**config.mk**
```make
export PLATFORM = sky130hd
export DESIGN_NAME = alu_share_arbiter_flat
export DESIGN_NICKNAME = d
export VERILOG_FILES = /design/src/rtl/alu_share_arbiter_pkg.sv /design/src/rtl/alu_share_arbiter_if.sv /design/src/rtl/alu_share_arbiter_alu.sv /design/src/rtl/alu_share_arbiter_rr_arbiter.sv /design/src/rtl/alu_share_arbiter.sv /design/src/flat_wrapper.sv
export SDC_FILE = /design/constraint.sdc
export NUM_CORES = 1
export LEC_CHECK = 0
export ABC_CLOCK_PERIOD_IN_PS = 10500
export CORE_MARGIN = 1
export CORE_UTILIZATION = 48
export DETAILED_ROUTE_END_ITERATION = 16
export PLACE_DENSITY_LB_ADDON = 0.15
export SLEW_MARGIN = 20
export SYNTH_ARGS = -nofsm -noshare
export SYNTH_HDL_FRONTEND = slang
export SYNTH_SLANG_ARGS = --single-unit
```
**constraint.sdc**
```tcl
create_clock -name clk -period 10.5 [get_ports clk]
set_clock_uncertainty 0.1 [all_clocks]
set_input_delay 2.1 -clock clk [delete_from_list [all_inputs] [get_ports clk]]
set_output_delay 2.1 -clock clk [all_outputs]
set_load 0.02 [all_outputs]
```
**src/rtl/alu_share_arbiter_pkg.sv**
```systemverilog
// ---------------------------------------------------------------------------
// alu_share_arbiter_pkg
// Shared definitions for the ALU sharing arbiter:
//   - alu_control op codes (ADD, SUB, AND, OR, SLT)
//   - bit positions inside the 4-bit flag vector {negative, zero, carry, overflow}
//   - is_legal_op(): tells whether an op code has a defined ALU operation
// ---------------------------------------------------------------------------
package alu_share_arbiter_pkg;

   localparam logic [2:0] ALU_ADD = 3'b000;
   localparam logic [2:0] ALU_SUB = 3'b001;
   localparam logic [2:0] ALU_AND = 3'b010;
   localparam logic [2:0] ALU_OR  = 3'b011;
   localparam logic [2:0] ALU_SLT = 3'b101;

   localparam int FLG_NEG   = 3;
   localparam int FLG_ZERO  = 2;
   localparam int FLG_CARRY = 1;
   localparam int FLG_OVF   = 0;

   // Codes 100, 110 and 111 have no ALU operation behind them.
   function automatic logic is_legal_op(input logic [2:0] op);
      logic legal;
      case (op)
         ALU_ADD, ALU_SUB, ALU_AND, ALU_OR, ALU_SLT: legal = 1'b1;
         default:                                   legal = 1'b0;
      endcase
      return legal;
   endfunction

endpackage

```
**src/rtl/alu_share_arbiter_if.sv**
```systemverilog
// ---------------------------------------------------------------------------
// alu_share_arbiter_if
// Request/response bundle between NREQ requesters, the response consumer and
// the ALU sharing arbiter.
//   req_valid  [NREQ]     request i valid
//   req_ready  [NREQ]     request i accepted this cycle (one-hot or zero)
//   req_a/b    [NREQ*N]   operands, requester i at [i*N +: N]
//   req_op     [NREQ*3]   op code, requester i at [i*3 +: 3]
//   rsp_valid/rsp_ready   response handshake
//   rsp_id     [IDW]      owner of the response
//   rsp_result [N], rsp_flags [4] {neg, zero, carry, ovf}, rsp_err
// master: requester/consumer side. slave: the arbiter.
// ---------------------------------------------------------------------------
interface alu_share_arbiter_if #(
   parameter int N    = 32,
   parameter int NREQ = 4,
   parameter int IDW  = 2
);
   logic [NREQ-1:0]   req_valid;
   logic [NREQ-1:0]   req_ready;
   logic [NREQ*N-1:0] req_a;
   logic [NREQ*N-1:0] req_b;
   logic [NREQ*3-1:0] req_op;
   logic              rsp_valid;
   logic              rsp_ready;
   logic [IDW-1:0]    rsp_id;
   logic [N-1:0]      rsp_result;
   logic [3:0]        rsp_flags;
   logic              rsp_err;

   modport master (
      output req_valid, req_a, req_b, req_op, rsp_ready,
      input  req_ready, rsp_valid, rsp_id, rsp_result, rsp_flags, rsp_err
   );

   modport slave (
      input  req_valid, req_a, req_b, req_op, rsp_ready,
      output req_ready, rsp_valid, rsp_id, rsp_result, rsp_flags, rsp_err
   );
endinterface

```
**src/rtl/alu_share_arbiter_alu.sv**
```systemverilog
// ---------------------------------------------------------------------------
// alu_share_arbiter_alu
// The shared combinational N-bit ALU.
//   A, B         operands
//   alu_control  000 ADD, 001 SUB, 010 AND, 011 OR, 101 SLT (others -> 0)
//   flags        {negative, zero, carry, overflow}
//   Result       operation result
// Carry and overflow come from the adder and are only reported for the
// arithmetic ops (ADD, SUB, SLT); SUB/SLT carry is the no-borrow carry of
// A + ~B + 1. SLT is a signed compare derived from the subtraction.
// ---------------------------------------------------------------------------
module alu_share_arbiter_alu
   import alu_share_arbiter_pkg::*;
#(
   parameter int N = 32
) (
   input  logic [N-1:0] A,
   input  logic [N-1:0] B,
   input  logic [2:0]   alu_control,
   output logic [3:0]   flags,
   output logic [N-1:0] Result
);

   logic         sub_s;
   logic         arith_s;
   logic [N-1:0] b_eff_s;
   logic [N-1:0] sum_s;
   logic         cout_s;
   logic         ovf_s;

   // Single shared adder plus logic ops, result select and flag generation.
   always_comb begin
      sub_s   = (alu_control == ALU_SUB) || (alu_control == ALU_SLT);
      arith_s = (alu_control == ALU_ADD) || sub_s;
      b_eff_s = sub_s ? ~B : B;
      {cout_s, sum_s} = {1'b0, A} + {1'b0, b_eff_s} + {{N{1'b0}}, sub_s};
      // Signed overflow: operands agree in sign, sum disagrees.
      ovf_s = ~(A[N-1] ^ b_eff_s[N-1]) & (A[N-1] ^ sum_s[N-1]);

      case (alu_control)
         ALU_ADD: Result = sum_s;
         ALU_SUB: Result = sum_s;
         ALU_AND: Result = A & B;
         ALU_OR:  Result = A | B;
         ALU_SLT: Result = {{(N-1){1'b0}}, sum_s[N-1] ^ ovf_s};
         default: Result = '0;
      endcase

      flags            = 4'b0000;
      flags[FLG_NEG]   = Result[N-1];
      flags[FLG_ZERO]  = (Result == '0);
      flags[FLG_CARRY] = arith_s & cout_s;
      flags[FLG_OVF]   = arith_s & ovf_s;
   end

endmodule

```
**src/rtl/alu_share_arbiter_rr_arbiter.sv**
```systemverilog
// ---------------------------------------------------------------------------
// alu_share_arbiter_rr_arbiter
// Purely combinational round-robin pick: the first set req bit at or after
// ptr, scanning upward modulo NREQ. Nothing is granted while en is low.
//   req_i     [NREQ]  pending requests
//   en_i              grant allowed this cycle
//   ptr_i     [IDW]   highest-priority index (kept by the parent)
//   gnt_o     [NREQ]  one-hot grant (or zero)
//   gnt_idx_o [IDW]   binary index of the grant (0 when no grant)
// ---------------------------------------------------------------------------
module alu_share_arbiter_rr_arbiter #(
   parameter int NREQ = 4,
   parameter int IDW  = 2
) (
   input  logic [NREQ-1:0] req_i,
   input  logic            en_i,
   input  logic [IDW-1:0]  ptr_i,
   output logic [NREQ-1:0] gnt_o,
   output logic [IDW-1:0]  gnt_idx_o
);

   // Rotating priority scan starting at the pointer.
   always_comb begin
      int   idx;
      logic found;
      gnt_o     = '0;
      gnt_idx_o = '0;
      found     = 1'b0;
      idx       = 0;
      for (int k = 0; k < NREQ; k++) begin
         idx = int'(ptr_i) + k;
         if (idx >= NREQ) begin
            idx = idx - NREQ;
         end else begin
            idx = idx;
         end
         if (en_i && !found && req_i[idx]) begin
            found          = 1'b1;
            gnt_o[idx]     = 1'b1;
            gnt_idx_o      = IDW'(idx);
         end else begin
            found = found;
         end
      end
   end

endmodule

```
**src/rtl/alu_share_arbiter.sv**
```systemverilog
// ---------------------------------------------------------------------------
// alu_share_arbiter
// Shares one combinational ALU among NREQ requesters with round-robin
// arbitration and a single registered response stage tagged with the id of
// the winning requester. Accept-to-response latency is one cycle; one result
// per cycle is sustained when the consumer keeps rsp_ready high.
//   clk    rising-edge clock
//   rst_n  asynchronous active-low reset
//   bus    alu_share_arbiter_if.slave (request and response handshakes)
// req_ready is combinational: a grant is only possible when the response
// slot is empty or being drained in the same cycle.
// ---------------------------------------------------------------------------
module alu_share_arbiter
   import alu_share_arbiter_pkg::*;
#(
   parameter int N    = 32,
   parameter int NREQ = 4,
   parameter int IDW  = 2
) (
   input  logic                    clk,
   input  logic                    rst_n,
   alu_share_arbiter_if.slave      bus
);

   logic            slot_free_s;
   logic [NREQ-1:0] gnt_s;
   logic [IDW-1:0]  gnt_idx_s;
   logic            gnt_any_s;

   logic [N-1:0]    alu_a_s;
   logic [N-1:0]    alu_b_s;
   logic [2:0]      alu_op_s;
   logic [N-1:0]    alu_res_s;
   logic [3:0]      alu_flags_s;

   // ALU inputs from the last grant, so the ALU sees stable values when idle.
   logic [N-1:0]    hold_a_q, hold_a_d;
   logic [N-1:0]    hold_b_q, hold_b_d;
   logic [2:0]      hold_op_q, hold_op_d;

   logic [IDW-1:0]  ptr_q, ptr_d;
   logic            rsp_valid_q, rsp_valid_d;
   logic [IDW-1:0]  rsp_id_q, rsp_id_d;
   logic [N-1:0]    rsp_result_q, rsp_result_d;
   logic [3:0]      rsp_flags_q, rsp_flags_d;
   logic            rsp_err_q, rsp_err_d;

   assign slot_free_s = !rsp_valid_q || bus.rsp_ready;

   alu_share_arbiter_rr_arbiter #(
      .NREQ (NREQ),
      .IDW  (IDW)
   ) u_rr (
      .req_i     (bus.req_valid),
      .en_i      (slot_free_s),
      .ptr_i     (ptr_q),
      .gnt_o     (gnt_s),
      .gnt_idx_o (gnt_idx_s)
   );

   assign gnt_any_s     = |gnt_s;
   assign bus.req_ready = gnt_s;

   // Operand mux: the granted requester drives the ALU, otherwise the held values.
   always_comb begin
      alu_a_s  = hold_a_q;
      alu_b_s  = hold_b_q;
      alu_op_s = hold_op_q;
      if (gnt_any_s) begin
         alu_a_s  = bus.req_a[int'(gnt_idx_s)*N +: N];
         alu_b_s  = bus.req_b[int'(gnt_idx_s)*N +: N];
         alu_op_s = bus.req_op[int'(gnt_idx_s)*3 +: 3];
      end else begin
         alu_a_s  = hold_a_q;
         alu_b_s  = hold_b_q;
         alu_op_s = hold_op_q;
      end
      hold_a_d  = alu_a_s;
      hold_b_d  = alu_b_s;
      hold_op_d = alu_op_s;
   end

   alu_share_arbiter_alu #(
      .N (N)
   ) u_alu (
      .A           (alu_a_s),
      .B           (alu_b_s),
      .alu_control (alu_op_s),
      .flags       (alu_flags_s),
      .Result      (alu_res_s)
   );

   // Response register next state, illegal-op masking and pointer advance.
   always_comb begin
      rsp_valid_d  = rsp_valid_q;
      rsp_id_d     = rsp_id_q;
      rsp_result_d = rsp_result_q;
      rsp_flags_d  = rsp_flags_q;
      rsp_err_d    = rsp_err_q;
      ptr_d        = ptr_q;
      if (gnt_any_s) begin
         rsp_valid_d = 1'b1;
         rsp_id_d    = gnt_idx_s;
         if (is_legal_op(alu_op_s)) begin
            rsp_result_d = alu_res_s;
            rsp_flags_d  = alu_flags_s;
            rsp_err_d    = 1'b0;
         end else begin
            rsp_result_d = '0;
            rsp_flags_d  = 4'b0000;
            rsp_err_d    = 1'b1;
         end
         if (gnt_idx_s == IDW'(NREQ - 1)) begin
            ptr_d = '0;
         end else begin
            ptr_d = gnt_idx_s + IDW'(1);
         end
      end else if (rsp_valid_q && bus.rsp_ready) begin
         rsp_valid_d = 1'b0;
      end else begin
         rsp_valid_d = rsp_valid_q;
      end
   end

   // State registers.
   always_ff @(posedge clk or negedge rst_n) begin
      if (!rst_n) begin
         hold_a_q     <= '0;
         hold_b_q     <= '0;
         hold_op_q    <= 3'b000;
         ptr_q        <= '0;
         rsp_valid_q  <= 1'b0;
         rsp_id_q     <= '0;
         rsp_result_q <= '0;
         rsp_flags_q  <= 4'b0000;
         rsp_err_q    <= 1'b0;
      end else begin
         hold_a_q     <= hold_a_d;
         hold_b_q     <= hold_b_d;
         hold_op_q    <= hold_op_d;
         ptr_q        <= ptr_d;
         rsp_valid_q  <= rsp_valid_d;
         rsp_id_q     <= rsp_id_d;
         rsp_result_q <= rsp_result_d;
         rsp_flags_q  <= rsp_flags_d;
         rsp_err_q    <= rsp_err_d;
      end
   end

   assign bus.rsp_valid  = rsp_valid_q;
   assign bus.rsp_id     = rsp_id_q;
   assign bus.rsp_result = rsp_result_q;
   assign bus.rsp_flags  = rsp_flags_q;
   assign bus.rsp_err    = rsp_err_q;

endmodule
```
**src/flat_wrapper.sv**
```systemverilog
// flat-port wrapper written by rule: the top's interface ports become plain ports
module alu_share_arbiter_flat import alu_share_arbiter_pkg::*;
#(
   parameter int N    = 32,
   parameter int NREQ = 4,
   parameter int IDW  = 2
)
  (clk, rst_n, bus_req_valid, bus_req_a, bus_req_b, bus_req_op, bus_rsp_ready, bus_req_ready, bus_rsp_valid, bus_rsp_id, bus_rsp_result, bus_rsp_flags, bus_rsp_err);
  alu_share_arbiter_if #(.N(N), .NREQ(NREQ), .IDW(IDW)) bus_i ();
  input  logic clk;
  input  logic rst_n;
  input wire logic [$bits(bus_i.req_valid)-1:0] bus_req_valid;
  input wire logic [$bits(bus_i.req_a)-1:0] bus_req_a;
  input wire logic [$bits(bus_i.req_b)-1:0] bus_req_b;
  input wire logic [$bits(bus_i.req_op)-1:0] bus_req_op;
  input wire logic [$bits(bus_i.rsp_ready)-1:0] bus_rsp_ready;
  output wire logic [$bits(bus_i.req_ready)-1:0] bus_req_ready;
  output wire logic [$bits(bus_i.rsp_valid)-1:0] bus_rsp_valid;
  output wire logic [$bits(bus_i.rsp_id)-1:0] bus_rsp_id;
  output wire logic [$bits(bus_i.rsp_result)-1:0] bus_rsp_result;
  output wire logic [$bits(bus_i.rsp_flags)-1:0] bus_rsp_flags;
  output wire logic [$bits(bus_i.rsp_err)-1:0] bus_rsp_err;
  assign bus_i.req_valid = bus_req_valid;
  assign bus_i.req_a = bus_req_a;
  assign bus_i.req_b = bus_req_b;
  assign bus_i.req_op = bus_req_op;
  assign bus_i.rsp_ready = bus_rsp_ready;
  assign bus_req_ready = bus_i.req_ready;
  assign bus_rsp_valid = bus_i.rsp_valid;
  assign bus_rsp_id = bus_i.rsp_id;
  assign bus_rsp_result = bus_i.rsp_result;
  assign bus_rsp_flags = bus_i.rsp_flags;
  assign bus_rsp_err = bus_i.rsp_err;
  alu_share_arbiter #(.N(N), .NREQ(NREQ), .IDW(IDW)) u_core (.clk(clk), .rst_n(rst_n), .bus(bus_i));
endmodule
```
-- Word level (Yosys, flattened, before mapping)
Cells that the tools add are included.
- register bits after elaboration: 109
- input port bits: 275
- word-level logic and storage cells: 126
- $add $sub $neg: 10
- multipliers: 1
- $lt $le $gt $ge: 12
- eq/ne operators: 5
- shift-type cells: 3
- mux-type cells: 48
- bitwise operators: 13
- reductions and logical operators: 25
- operators with widths (kind ; count):
    2-to-1 mux 32 bit ; 8
    indexed part select 128 x 8 -> 32 bit ; 2
    greater-or-equal comparator 32 x 1 -> 1 bit, second input constant ; 4
    < comparator 32 x 4 -> 1 bit, second input constant ; 4
    case mux 32 bit (4 select lines) ; 1
    adder 32 x 32 -> 33 bit ; 1
    adder 33 x 1 -> 33 bit ; 1
    AND 32 bit ; 1
    logical NOT 32 bit ; 1
    NOT 32 bit ; 1
    OR 32 bit ; 1
    indexed part select 12 x 32 -> 3 bit ; 1
    2-to-1 mux 1 bit ; 20
    2-to-1 mux 4 bit ; 5
    logical AND 1 bit ; 12
    OR 4 bit ; 3
    subtractor 3 x 3 -> 4 bit, second input constant ; 3
    2-to-1 mux 2 bit ; 5
    greater-or-equal comparator 3 bit, second input constant ; 3
    binary-select mux 1 bit (select 2 bit) ; 4
    demux 1 bit (select 2 bit) ; 4
    adder 2 x 2 -> 3 bit, second input constant ; 2
    equality test 3 x 2 -> 1 bit, second input constant ; 2
    OR reduction 5 bit ; 1
    18 further kinds ; 27

-- Depth between registers and ports, before layout
Gate-level depths: netlist (run 1).
- word-level depth: 33
- gate-level depth with buffers: 33

-- Modules after synthesis
A second synthesis (run 1) with hierarchy kept.
- cell total of the unflattened synthesis: 869
- area, all modules: 9590.4 um2
- modules (own cells, without submodules) (module ; times used ; cells an instance ; area an instance (um2) ; seq. area each (um2)):
    alu_share_arbiter ; 1 ; 362 ; 6007.0 ; 2727.6
    alu_share_arbiter_alu ; 1 ; 449 ; 3101.7 ; 0.0
    alu_share_arbiter_rr_arbiter ; 1 ; 58 ; 481.7 ; 0.0

-- Worst setup path before layout (run 1)
No wires, ideal clock.
- kind: input port to flip-flop
- from: input port bus_req_valid[0]
- to: register u_core.rsp_flags_q[2], in the netlist u_core.bus.rsp_flags[2]
- data arrival time: 8247 ps
- slack: 2061 ps
- stages: 31
- cells stage by stage: clkbuf_1 -> mux4_2 -> buf_2 -> a21oi_1 -> a211o_1 -> and3_1 -> clkbuf_1 -> buf_2 -> buf_1 -> buf_2 -> buf_2 -> buf_1 -> buf_1 -> clkbuf_1 -> nand2_1 -> nand2_1 -> ha_1 -> clkbuf_1 -> o21ai_0 -> a21oi_1 -> o31ai_1 -> o31ai_1 -> nand2_1 -> o21ai_0 -> a21oi_1 -> xnor2_1 -> or4_1 -> a221oi_1 -> and4_1 -> nand4_1 -> o31ai_2
- elaborated cells on any way between the ends: 68
- classes of those cells: add/sub: 2; mul: 1; eq/ne: 4; shift: 3; mux: 31; bitwise: 11; reduce/logical: 16
- RTL lines (item ; line ; source):
    start, declared ; flat_wrapper.sv:12 ; input wire logic [$bits(bus_i.req_valid)-1:0] bus_req_valid;
    binary-select mux 1 bit (select 2 bit) ; alu_share_arbiter_rr_arbiter.sv:37 ; if (en_i && !found && req_i[idx]) begin
    2-to-1 mux 1 bit (not written as such) (2 in series) ; alu_share_arbiter_rr_arbiter.sv:37 ;
    logical AND 1 bit ; alu_share_arbiter_rr_arbiter.sv:37 ;
    2-to-1 mux 1 bit ; alu_share_arbiter_rr_arbiter.sv:37 ;
    logical NOT 1 bit ; alu_share_arbiter_rr_arbiter.sv:37 ;
    logical AND 1 bit (2 in series) ; alu_share_arbiter_rr_arbiter.sv:37 ;
    2-to-1 mux 1 bit ; alu_share_arbiter_rr_arbiter.sv:37 ;
    logical NOT 1 bit ; alu_share_arbiter_rr_arbiter.sv:37 ;
    [... 9 more ...] ; n/a ;
    net u_core.alu_a_s[6] ; alu_share_arbiter.sv:30 ; logic [N-1:0] alu_a_s;
    adder 32 x 32 -> 33 bit ; alu_share_arbiter_alu.sv:36 ; {cout_s, sum_s} = {1'b0, A} + {1'b0, b_eff_s} + {{N{1'b0}}, sub_s};
    adder 33 x 1 -> 33 bit ; alu_share_arbiter_alu.sv:36 ;
    XOR 1 bit ; alu_share_arbiter_alu.sv:38 ; ovf_s = ~(A[N-1] ^ b_eff_s[N-1]) & (A[N-1] ^ sum_s[N-1]);
    AND 1 bit ; alu_share_arbiter_alu.sv:38 ;
    XOR 1 bit ; alu_share_arbiter_alu.sv:45 ; ALU_SLT: Result = {{(N-1){1'b0}}, sum_s[N-1] ^ ovf_s};
    case mux 32 bit (4 select lines) (*) ; alu_share_arbiter_alu.sv:40 ; case (alu_control)
    logical NOT 32 bit (*) ; alu_share_arbiter_alu.sv:51 ; flags[FLG_ZERO] = (Result == '0);
    2-to-1 mux 4 bit (*) ; alu_share_arbiter.sv:104 ; if (is_legal_op(alu_op_s)) begin
    end signal, assigned ; alu_share_arbiter.sv:145 ; rsp_flags_q <= rsp_flags_d;
    end, declared ; alu_share_arbiter.sv:45 ; logic [3:0] rsp_flags_q, rsp_flags_d;
Mark *: on every way through the listed nets, which the timed path passes. The rest lies on a longest branch. The select of a mux whose other input is x is not followed.
A chain may end at the register's enable or synchronous reset.

-- Worst setup path after layout (run 1)
- from: input port bus_req_valid[2]
- to: register u_core.rsp_flags_q[2], in the netlist u_core.bus.rsp_flags[2]
- elaborated cells on any way between the ends: 68
- classes of those cells: add/sub: 2; mul: 1; eq/ne: 4; shift: 3; mux: 31; bitwise: 11; reduce/logical: 16
- RTL lines (item ; line ; source):
    binary-select mux 1 bit (select 2 bit) ; alu_share_arbiter_rr_arbiter.sv:37 ;
    2-to-1 mux 1 bit (not written as such) (2 in series) ; alu_share_arbiter_rr_arbiter.sv:37 ;
    logical AND 1 bit ; alu_share_arbiter_rr_arbiter.sv:37 ;
    2-to-1 mux 1 bit ; alu_share_arbiter_rr_arbiter.sv:37 ;
    logical NOT 1 bit ; alu_share_arbiter_rr_arbiter.sv:37 ;
    logical AND 1 bit (2 in series) ; alu_share_arbiter_rr_arbiter.sv:37 ;
    2-to-1 mux 1 bit ; alu_share_arbiter_rr_arbiter.sv:37 ;
    logical NOT 1 bit ; alu_share_arbiter_rr_arbiter.sv:37 ;
    [... 9 more ...] ; n/a ;
    net u_core.alu_b_s[4] ; alu_share_arbiter.sv:31 ; logic [N-1:0] alu_b_s;
    [... 2 more ...] ; n/a ;
    adder 32 x 32 -> 33 bit ; alu_share_arbiter_alu.sv:36 ;
    adder 33 x 1 -> 33 bit ; alu_share_arbiter_alu.sv:36 ;
    XOR 1 bit ; alu_share_arbiter_alu.sv:38 ;
    AND 1 bit ; alu_share_arbiter_alu.sv:38 ;
    XOR 1 bit ; alu_share_arbiter_alu.sv:45 ;
    case mux 32 bit (4 select lines) (*) ; alu_share_arbiter_alu.sv:40 ;
    logical NOT 32 bit (*) ; alu_share_arbiter_alu.sv:51 ;
    2-to-1 mux 4 bit (*) ; alu_share_arbiter.sv:104 ;
Marks and branches as above.

==> results.json, run 1 <==
{
  "maxSlewViolCount": 0,
  "cpMaxStageDelayCell": "o32ai_1",
  "hold_buffers": 0,
  "drc": 0,
  "grt_pass1_vias": 10800,
  "worstMarginPinSlew_ps": 974,
  "ys_ff_latch": 108,
  "synthCells": 1305,
  "antenna_left": 0,
  "setup_violations": 0,
  "synthArstFlopShare": 1.00,
  "arrival_ps": 8790,
  "vias_per_cell": 5.92,
  "cts_buffers": 9,
  "grt_pass1_wl_mm": 58.9,
  "cap_violations": 0,
  "clk-insertion-delay-late_ps": 360,
  "required_ps": 10670,
  "routedWlPerCell_um": 20.3,
  "port_buffers": 318,
  "nFillCells": 1691,
  "cts.reportedPaths.clkPinSlew_ps": 80,
  "crit_chain": "clkdlybuf4s50_1, or2_2, o32ai_1, o221ai_1, and3_4, buf_12, a311oi_1, a21o_1, xnor2_1, ha_1, o21ai_0, o21bai_1, o31ai_1, o31ai_1, nand2_1, o21ai_0, a21oi_1, xnor2_1, or4_1, a221oi_1, and4_1, nand4_1, o31ai_2",
  "syn2layout_area_growth_pct": 37.4,
  "path_buf_inv": 2,
  "dpl.hpwl_mm": 28.9,
  "core-area_sq_mm": 0.0198,
  "critical_path_class": "input pin to flop",
  "synth.yosys.warnings": 0,
  "cts_max_path_buffers": 2,
  "min_period_ps": 8620,
  "seq_area_frac_synth": 0.275,
  "start_kind": "input pin",
  "synth_edf_count": 0,
  "first_iter_violations": 868,
  "totalNegativeSetupSlack_ps": 0,
  "die_h_um": 145,
  "cts.sinks": 108,
  "slew_headroom": 0.345,
  "io_pins": 319,
  "wl_mm": 37.1,
  "hp-class": "flop to flop",
  "die-area_sq_mm": 0.0211,
  "synth_cell_types": 74,
  "multi_input_area_sq_mm": 0.00670,
  "cts_setup_buffers": 0,
  "cts_tree": "yes",
  "cts_resized": 0,
  "start_util": 0.497,
  "num_rows": 51,
  "seq_area_sq_mm": 0.00270,
  "cp_top_family": "compound AO/OA/AOI/OAI gates",
  "antenna_found_initial": 0,
  "final_cell_mix": "nand2_1 (343), clkdlybuf4s50_1 (317), dfrtp_1 (108), a21oi_1 (97), nor2_1 (82)",
  "dr.pass1.iters": 8,
  "rsz0062_at_grt": "no",
  "synth_nets": 1622,
  "final_nets": 1876,
  "die_w_um": 145,
  "drive_gt1_frac": 0.0460,
  "num_antenna_cells": 0,
  "cts-root-buf": "clkbuf_16",
  "worstPathMaxFanout": 93,
  "fmax_mhz": 116,
  "cp-end-kind": "flop",
  "netlist_area_sq_mm": 0.00983,
  "critPathMaxStageDelay_ps": 620,
  "final_common_cell": "nand2_1",
  "path_depth": 23,
  "track_usage": 0.354,
  "place_congestion": 0.980,
  "grt.overflow.total": 0,
  "finalHoldViolations": 0,
  "cts_htree_levels": 3,
  "finalCritPeriodShare": 0.821,
  "grt_max_degree": 114,
  "status": "completed",
  "hold_depth": 1,
  "syn_area_per_cell_sq_um": 7.53,
  "vias": 10800,
  "worst_r2r_path_depth": 24,
  "ys.flop_type": "dfrtp_1"
}
-- through the flow --
step	hold WS (ps)	instances	setup WS [ps]	area, sq um	utilization
final	383	1829	1880	13500	0.683
after floorplan	358	1305	2060	9830	-
after CTS	386	1829	1990	13500	0.683
after global routing	395	1829	1390	13500	0.683
after global placement	365	1813	1750	13200	0.667
after detailed placement	368	1813	1630	13200	0.667
-- worst register-to-register path: cells and delay by family, from the launching register on --
family          cells  cell delay, ps
xor+xnor            2             270
simple gates        6            1830
compound gates     11            2830
flops               1             660
mux                 1             380
buf+inv             2             560
fa+ha+maj           2             960
-- sequential cells by signal, summed over array words and instances (netlist names) --
register	flops
u_core.hold_b_q	32
u_core.bus.rsp_valid	1
u_core.hold_a_q	32
u_core.bus.rsp_id	2
u_core.ptr_q	2
u_core.bus.rsp_err	1
u_core.bus.rsp_flags	4
u_core.bus.rsp_result	31
u_core.hold_op_q	3
-- cells in the mapped netlist (5+ instances only) --
cell,number,area [sq um]
a211oi_1,5,37.5
a21o_1,32,240
a21oi_1,97,485
a221oi_1,18,158
a22oi_1,11,82.6
a311o_1,6,60.1
a311oi_1,20,175
a31oi_1,33,206
and3_1,63,394
buf_1,19,71.3
buf_2,21,105
clkbuf_1,52,195
dfrtp_1,108,2700
ha_1,41,513
inv_1,29,109
maj3_1,23,230
mux2_2,8,90.1
mux2i_1,38,380
nand2_1,343,1290
nand2b_1,8,50.1
nand3_1,18,90.1
nand4_1,9,56.3
nor2_1,82,308
nor2b_1,7,43.8
nor3_1,6,30.0
o211ai_1,6,45.0
o21ai_0,44,220
o21bai_1,6,45.0
o31ai_1,15,113
or3_1,5,31.3
xnor2_1,36,315
xor2_1,23,201
-- kinds of logic (layout without fill, tap and decap cells) --
| group | Yosys count | in the layout | synth area share |
|---|---|---|---|
| DFF | 108 | 108 | 0.275 |
| AOI/OAI and AO/OA | 333 | 333 | 0.233 |
| adders and majority gates | 65 | 65 | 0.0777 |
| muxes | 51 | 51 | 0.0584 |
| xor gates and xnor gates | 59 | 59 | 0.0526 |
| and+or+nand+nor | 565 | 565 | 0.252 |
| buffers and inverters | 124 | 383 | 0.0512 |
-- path summary, 6_finish.rpt --
check	from	end	slack (ps)
worst min-delay path	u_core.bus.rsp_flags[1]$_DFFE_PN0N_	u_core.bus.rsp_flags[1]$_DFFE_PN0N_	380
min in group asynchronous	rst_n	u_core.hold_b_q[29]$_DFF_PN0_	1630
worst max register to register	u_core.ptr_q[0]$_DFFE_PN0N_	u_core.bus.rsp_flags[2]$_DFFE_PN0N_	2820
max in group asynchronous	rst_n	u_core.bus.rsp_result[7]$_DFFE_PN0N_	7430
worst max-delay path	bus_req_valid[2]	u_core.bus.rsp_flags[2]$_DFFE_PN0N_	1880
worst min register to register	u_core.bus.rsp_flags[1]$_DFFE_PN0N_	u_core.bus.rsp_flags[1]$_DFFE_PN0N_	380
-- area by class of cell --
| type | count | area share |
|---|---|---|
| tap | 265 | 0.0245 |
| clock buffer | 10 | 0.0177 |
| inverter | 30 | 0.00834 |
| multi-input combinational | 1073 | 0.496 |
| clock inverter | 6 | 0.00509 |
| sequential | 108 | 0.200 |
| timing repair buffer | 337 | 0.248 |
-- routing by layer --
layer  global-route usage  vias up  wire, um
met3               0.0569       85      2240
li1                     -     5134         -
met5                    0        -         0
met1                0.428     5159     14900
met4                0.145        0      1430
met2                0.621      453     18500
Power of run 1 is left out: the tool's default activity adds up to more than one toggle a clock period on the data nets, which glitch-free logic cannot reach.
==> run 2: changes to the inputs <==
ABC_CLOCK_PERIOD_IN_PS = 7800   (was 10500)
CORE_UTILIZATION = 43   (was 48)
clock period = 7.8 ns   (was 10.5 ns; I/O delays follow)
==> results.json, run 2 (same netlist as run 1, synthesis figures left out) <==
{
  "routedWlPerCell_um": 20.3,
  "cts-root-buf": "clkbuf_16",
  "place_congestion": 0.966,
  "antenna_found_initial": 0,
  "final_cell_mix": "nand2_1 (343), clkdlybuf4s50_1 (314), dfrtp_1 (108), a21oi_1 (97), buf_4 (85)",
  "wl_mm": 39.0,
  "drive_gt1_frac": 0.0915,
  "setup_violations": 0,
  "cts_max_path_buffers": 2,
  "fin_area_sq_mm": 0.0142,
  "cts.sinks": 108,
  "status": "completed",
  "worstMarginPinSlew_ps": 893,
  "dpl.hpwl_mm": 31.2,
  "num_rows": 54,
  "io_pins": 319,
  "placedCellCount": 1900,
  "fmax_mhz": 134,
  "start_util": 0.445,
  "cp-end-kind": "flop",
  "clk-insertion-delay-late_ps": 370,
  "cts_buffers": 9,
  "maxSlewViolCount": 0,
  "syn2layout_area_growth_pct": 44.9,
  "hp-class": "flop to flop",
  "vias_per_cell": 5.77,
  "finalHoldViolations": 0,
  "min_period_ps": 7460,
  "antenna_left": 0,
  "required_ps": 7980,
  "grt_pass1_wl_mm": 61.3,
  "cts_tree": "yes",
  "hold_buffers": 0,
  "track_usage": 0.336,
  "cap_violations": 0,
  "arrival_ps": 7640,
  "cts.reportedPaths.clkPinSlew_ps": 80,
  "finalNonFillerCells": 1920,
  "first_iter_violations": 825,
  "worstPathMaxFanout": 21,
  "dr.pass1.iters": 6,
  "nFillCells": 1951,
  "port_buffers": 318,
  "grt_pass1_vias": 11200,
  "start_kind": "input pin",
  "slew_headroom": 0.388,
  "critical_path_class": "input pin to flop",
  "final_nets": 1952,
  "die_w_um": 153,
  "vias": 11100,
  "grt.overflow.total": 0,
  "die-area_sq_mm": 0.0235,
  "num_antenna_cells": 0,
  "placed_area_sq_mm": 0.0139,
  "grt_max_degree": 67,
  "core-area_sq_mm": 0.0221,
  "finalCritPeriodShare": 0.957,
  "drc": 0,
  "die_h_um": 153,
  "rsz0062_at_grt": "no",
  "cts_htree_levels": 3,
  "utilization": 0.645,
  "final_common_cell": "nand2_1"
}
run 2: routing by layer:
layer | track usage | wire, um
met1 | 0.383 | 15200
met4 | 0.152 | 1780
met3 | 0.0482 | 2200
met5 | 0 | 0
met2 | 0.619 | 19800
run 2: path summary, 6_finish.rpt:
path,from,endpoint,slack (ps),cells past startpoint
hold reg to reg,u_core.bus.rsp_flags[1]$_DFFE_PN0N_,u_core.bus.rsp_flags[1]$_DFFE_PN0N_,390,1
setup reg to reg,u_core.ptr_q[0]$_DFFE_PN0N_,u_core.bus.rsp_flags[2]$_DFFE_PN0N_,600,25
setup / recovery,bus_req_valid[2],u_core.bus.rsp_flags[2]$_DFFE_PN0N_,340,22
hold / removal,u_core.bus.rsp_flags[1]$_DFFE_PN0N_,u_core.bus.rsp_flags[1]$_DFFE_PN0N_,390,1
max in group asynchronous,rst_n,u_core.bus.rsp_result[18]$_DFFE_PN0N_,5290,2
min in group asynchronous,rst_n,u_core.hold_b_q[23]$_DFF_PN0_,1130,1
run 2: area by class of cell:
cell class / instances / area, sq um / area share
inverter: 30 / 113 / 0.00791
timing repair buffer: 413 / 4040 / 0.284
clock inverter: 6 / 87.6 / 0.00615
sequential: 108 / 2700 / 0.190
clock buffer: 10 / 229 / 0.0161
tap: 280 / 350 / 0.0246
multi-input combinational: 1073 / 6720 / 0.472
run 2: per-stage QoR:
step / setup WS (ps) / setup TNS (ps) / hold slack, ps
3_3_place_gp: 46.4 / 0 / 370
4_1_cts: 204 / 0 / 391
2_1_floorplan: 8.22 / 0 / 358
6_report: 339 / 0 / 386
5_1_grt: 3.57 / 0 / 409
3_5_place_dp: -128 / -128 / 369
run 2: worst max-delay path: stages:
cell             delay, ps
clkdlybuf4s50_1        560
mux4_2                 570
o32ai_4                340
a21o_2                 260
mux2i_2                380
nor2_1                 120
a31oi_4                220
buf_12                 230
xnor2_1                100
ha_1                   410
o21ai_0                110
o21bai_1               210
o31ai_1                120
o31ai_1                340
nand2_1                150
o31ai_1                290
xor2_1                 130
or4_1                  530
a221oi_1               310
and4_1                 270
nand4_1                160
o31ai_2                240
run 2: what timing repair did:
item | CTS | global route
buffers inserted | 0 | 4
resized for setup | 0 | 6
endpoints found under the setup margin | 0 | 2
Power of run 2 is left out for the same reason.
==> run 3: changes to the inputs <==
CORE_UTILIZATION = 40   (was 43)
HOLD_SLACK_MARGIN = 0.12   (was not set)
PLACE_DENSITY = 0.74   (was not set)
PLACE_DENSITY_LB_ADDON = not set   (was 0.15)
==> results.json, run 3 (same netlist as run 1, synthesis figures left out) <==
{
  "critical_path_class": "input pin to flop",
  "placedCellCount": 1920,
  "syn2layout_area_growth_pct": 43.4,
  "r2r-end": "u_core.bus.rsp_flags[2]$_DFFE_PN0N_",
  "clk-insertion-delay-late_ps": 360,
  "final_common_cell": "nand2_1",
  "core-area_sq_mm": 0.0238,
  "cpMaxStageDelayCell": "clkdlybuf4s50_1",
  "antenna_found_initial": 0,
  "cp-end-kind": "flop",
  "die_h_um": 159,
  "finalNonFillerCells": 1936,
  "grt_pass1_wl_mm": 59.7,
  "cts.reportedPaths.clkPinSlew_ps": 70,
  "status": "completed",
  "slew_headroom": 0.323,
  "timing.rr.start": "u_core.ptr_q[0]$_DFFE_PN0N_",
  "cap_violations": 0,
  "num_rows": 56,
  "final_nets": 1929,
  "grt_pass1_vias": 10800,
  "critPathMaxStageDelay_ps": 650,
  "rsz0062_at_grt": "no",
  "grt.overflow.total": 0,
  "finalCritPeriodShare": 0.957,
  "antenna_left": 0,
  "routedWlPerCell_um": 19.9,
  "required_ps": 7980,
  "start_kind": "input pin",
  "cts_setup_buffers": 0,
  "dpl.hpwl_mm": 30.8,
  "cts.sinks": 108,
  "grt_max_degree": 67,
  "cp-endpoint": "u_core.bus.rsp_flags[2]$_DFFE_PN0N_",
  "cp_top_family": "compound AO/OA/AOI/OAI gates",
  "fmax_mhz": 134,
  "setup_violations": 0,
  "place_congestion": 0.970,
  "cts_tree": "yes",
  "drc": 0,
  "maxSlewViolCount": 0,
  "dr.pass1.iters": 5,
  "crit_chain": "clkdlybuf4s50_1, and4b_1, or2_2, o311ai_4, buf_4, buf_12, buf_4, nand2_1, and3_1, a311oi_1, a21oi_1, xor2_1, ha_1, nand3_1, o31ai_1, nand2_1, o21ai_0, a21oi_1, xnor2_1, or4_1, a221oi_1, and4_1, nand4_1, o31ai_2",
  "cts_htree_levels": 3,
  "start_util": 0.414,
  "cts_buffers": 9,
  "totalNegativeSetupSlack_ps": 0,
  "ff2ff_setup_slack_ps": 710,
  "placed_area_sq_mm": 0.0138,
  "path_depth": 24,
  "vias": 10800,
  "cts_max_path_buffers": 2,
  "arrival_ps": 7640,
  "io_pins": 319,
  "worst_r2r_path_depth": 25,
  "crit_start": "bus_req_valid[1]",
  "min_period_ps": 7470,
  "worstPathMaxFanout": 28,
  "hp-class": "flop to flop",
  "die-area_sq_mm": 0.0252,
  "vias_per_cell": 5.60,
  "track_usage": 0.300,
  "port_buffers": 318,
  "cts-root-buf": "clkbuf_16",
  "holdWs_ps": 389,
  "die_w_um": 159,
  "drive_gt1_frac": 0.0792,
  "wl_mm": 38.5,
  "final_cell_mix": "nand2_1 (343), clkdlybuf4s50_1 (317), dfrtp_1 (108), a21oi_1 (97), nor2_1 (82)",
  "worstMarginPinSlew_ps": 988,
  "first_iter_violations": 817,
  "min_from": "u_core.bus.rsp_id[1]$_DFFE_PN0N_",
  "num_antenna_cells": 0,
  "path_buf_inv": 4,
  "finalHoldViolations": 0,
  "fin_area_sq_mm": 0.0141
}
-- run 3: cell count changes in the layout (fill, tap and decap cells not counted), sizes merged --
cell	before	now
clkinvlp	0	2
clkinv	3	2
buf	96	73
clkdlybuf4s50	314	317
inv	31	30
dlymetal6s2s	3	0
-- run 3: final cells by class --
type,instances,area [sq um]
Tap cell,319,399
Inverter,30,113
Clock buffer,10,229
Sequential cell,108,2700
Multi-Input combinational cell,1073,6730
Fill cell,2165,9660
Clock inverter,6,88.8
Timing Repair Buffer,390,3830
-- run 3: worst register-to-register path: cells and delay by family (launching register included) --
family	cells	cell delay, ps
DFF	1	680
AOI/OAI and AO/OA	8	2200
buffers and inverters	4	890
xor gates and xnor gates	2	320
adders and majority gates	2	810
and+or+nand+nor	9	1990
-- run 3: what timing repair did --
action,CTS,global route
endpoints found under the setup margin,0,1
gates resized for setup,0,4
hold buffers,0,0
-- run 3: worst min-delay path by stage --
stage                                                endpoint  slack, ps  depth (start not counted)
final                        u_core.bus.rsp_id[1]$_DFFE_PN0N_        390                          2
after global routing      u_core.bus.rsp_flags[1]$_DFFE_PN0N_        410                          1
after CTS                    u_core.bus.rsp_id[1]$_DFFE_PN0N_        390                          2
after detailed placement     u_core.bus.rsp_id[1]$_DFFE_PN0N_        380                          2
after global placement       u_core.bus.rsp_id[1]$_DFFE_PN0N_        370                          2
after floorplan                 u_core.hold_a_q[15]$_DFF_PN0_        360                          2
-- run 3: stage by stage --
stage          worst slack (ps)   util
2_1_floorplan              8.22      -
6_report                    333  0.593
4_1_cts                     355  0.592
3_3_place_gp               80.5  0.579
3_5_place_dp              -8.86  0.579
5_1_grt                    53.2  0.593
-- run 3: metal layers --
layer / wire [um] / vias to the layer above / share of wire / track usage
met3: 2060 / 63 / 0.054 / 0.0423
li1: - / 5253 / - / -
met4: 1020 / 0 / 0.026 / 0.0936
met1: 15400 / 5092 / 0.40 / 0.351
met5: 0 / - / 0 / 0
met2: 20000 / 427 / 0.52 / 0.560
Power of run 3 is left out for the same reason.
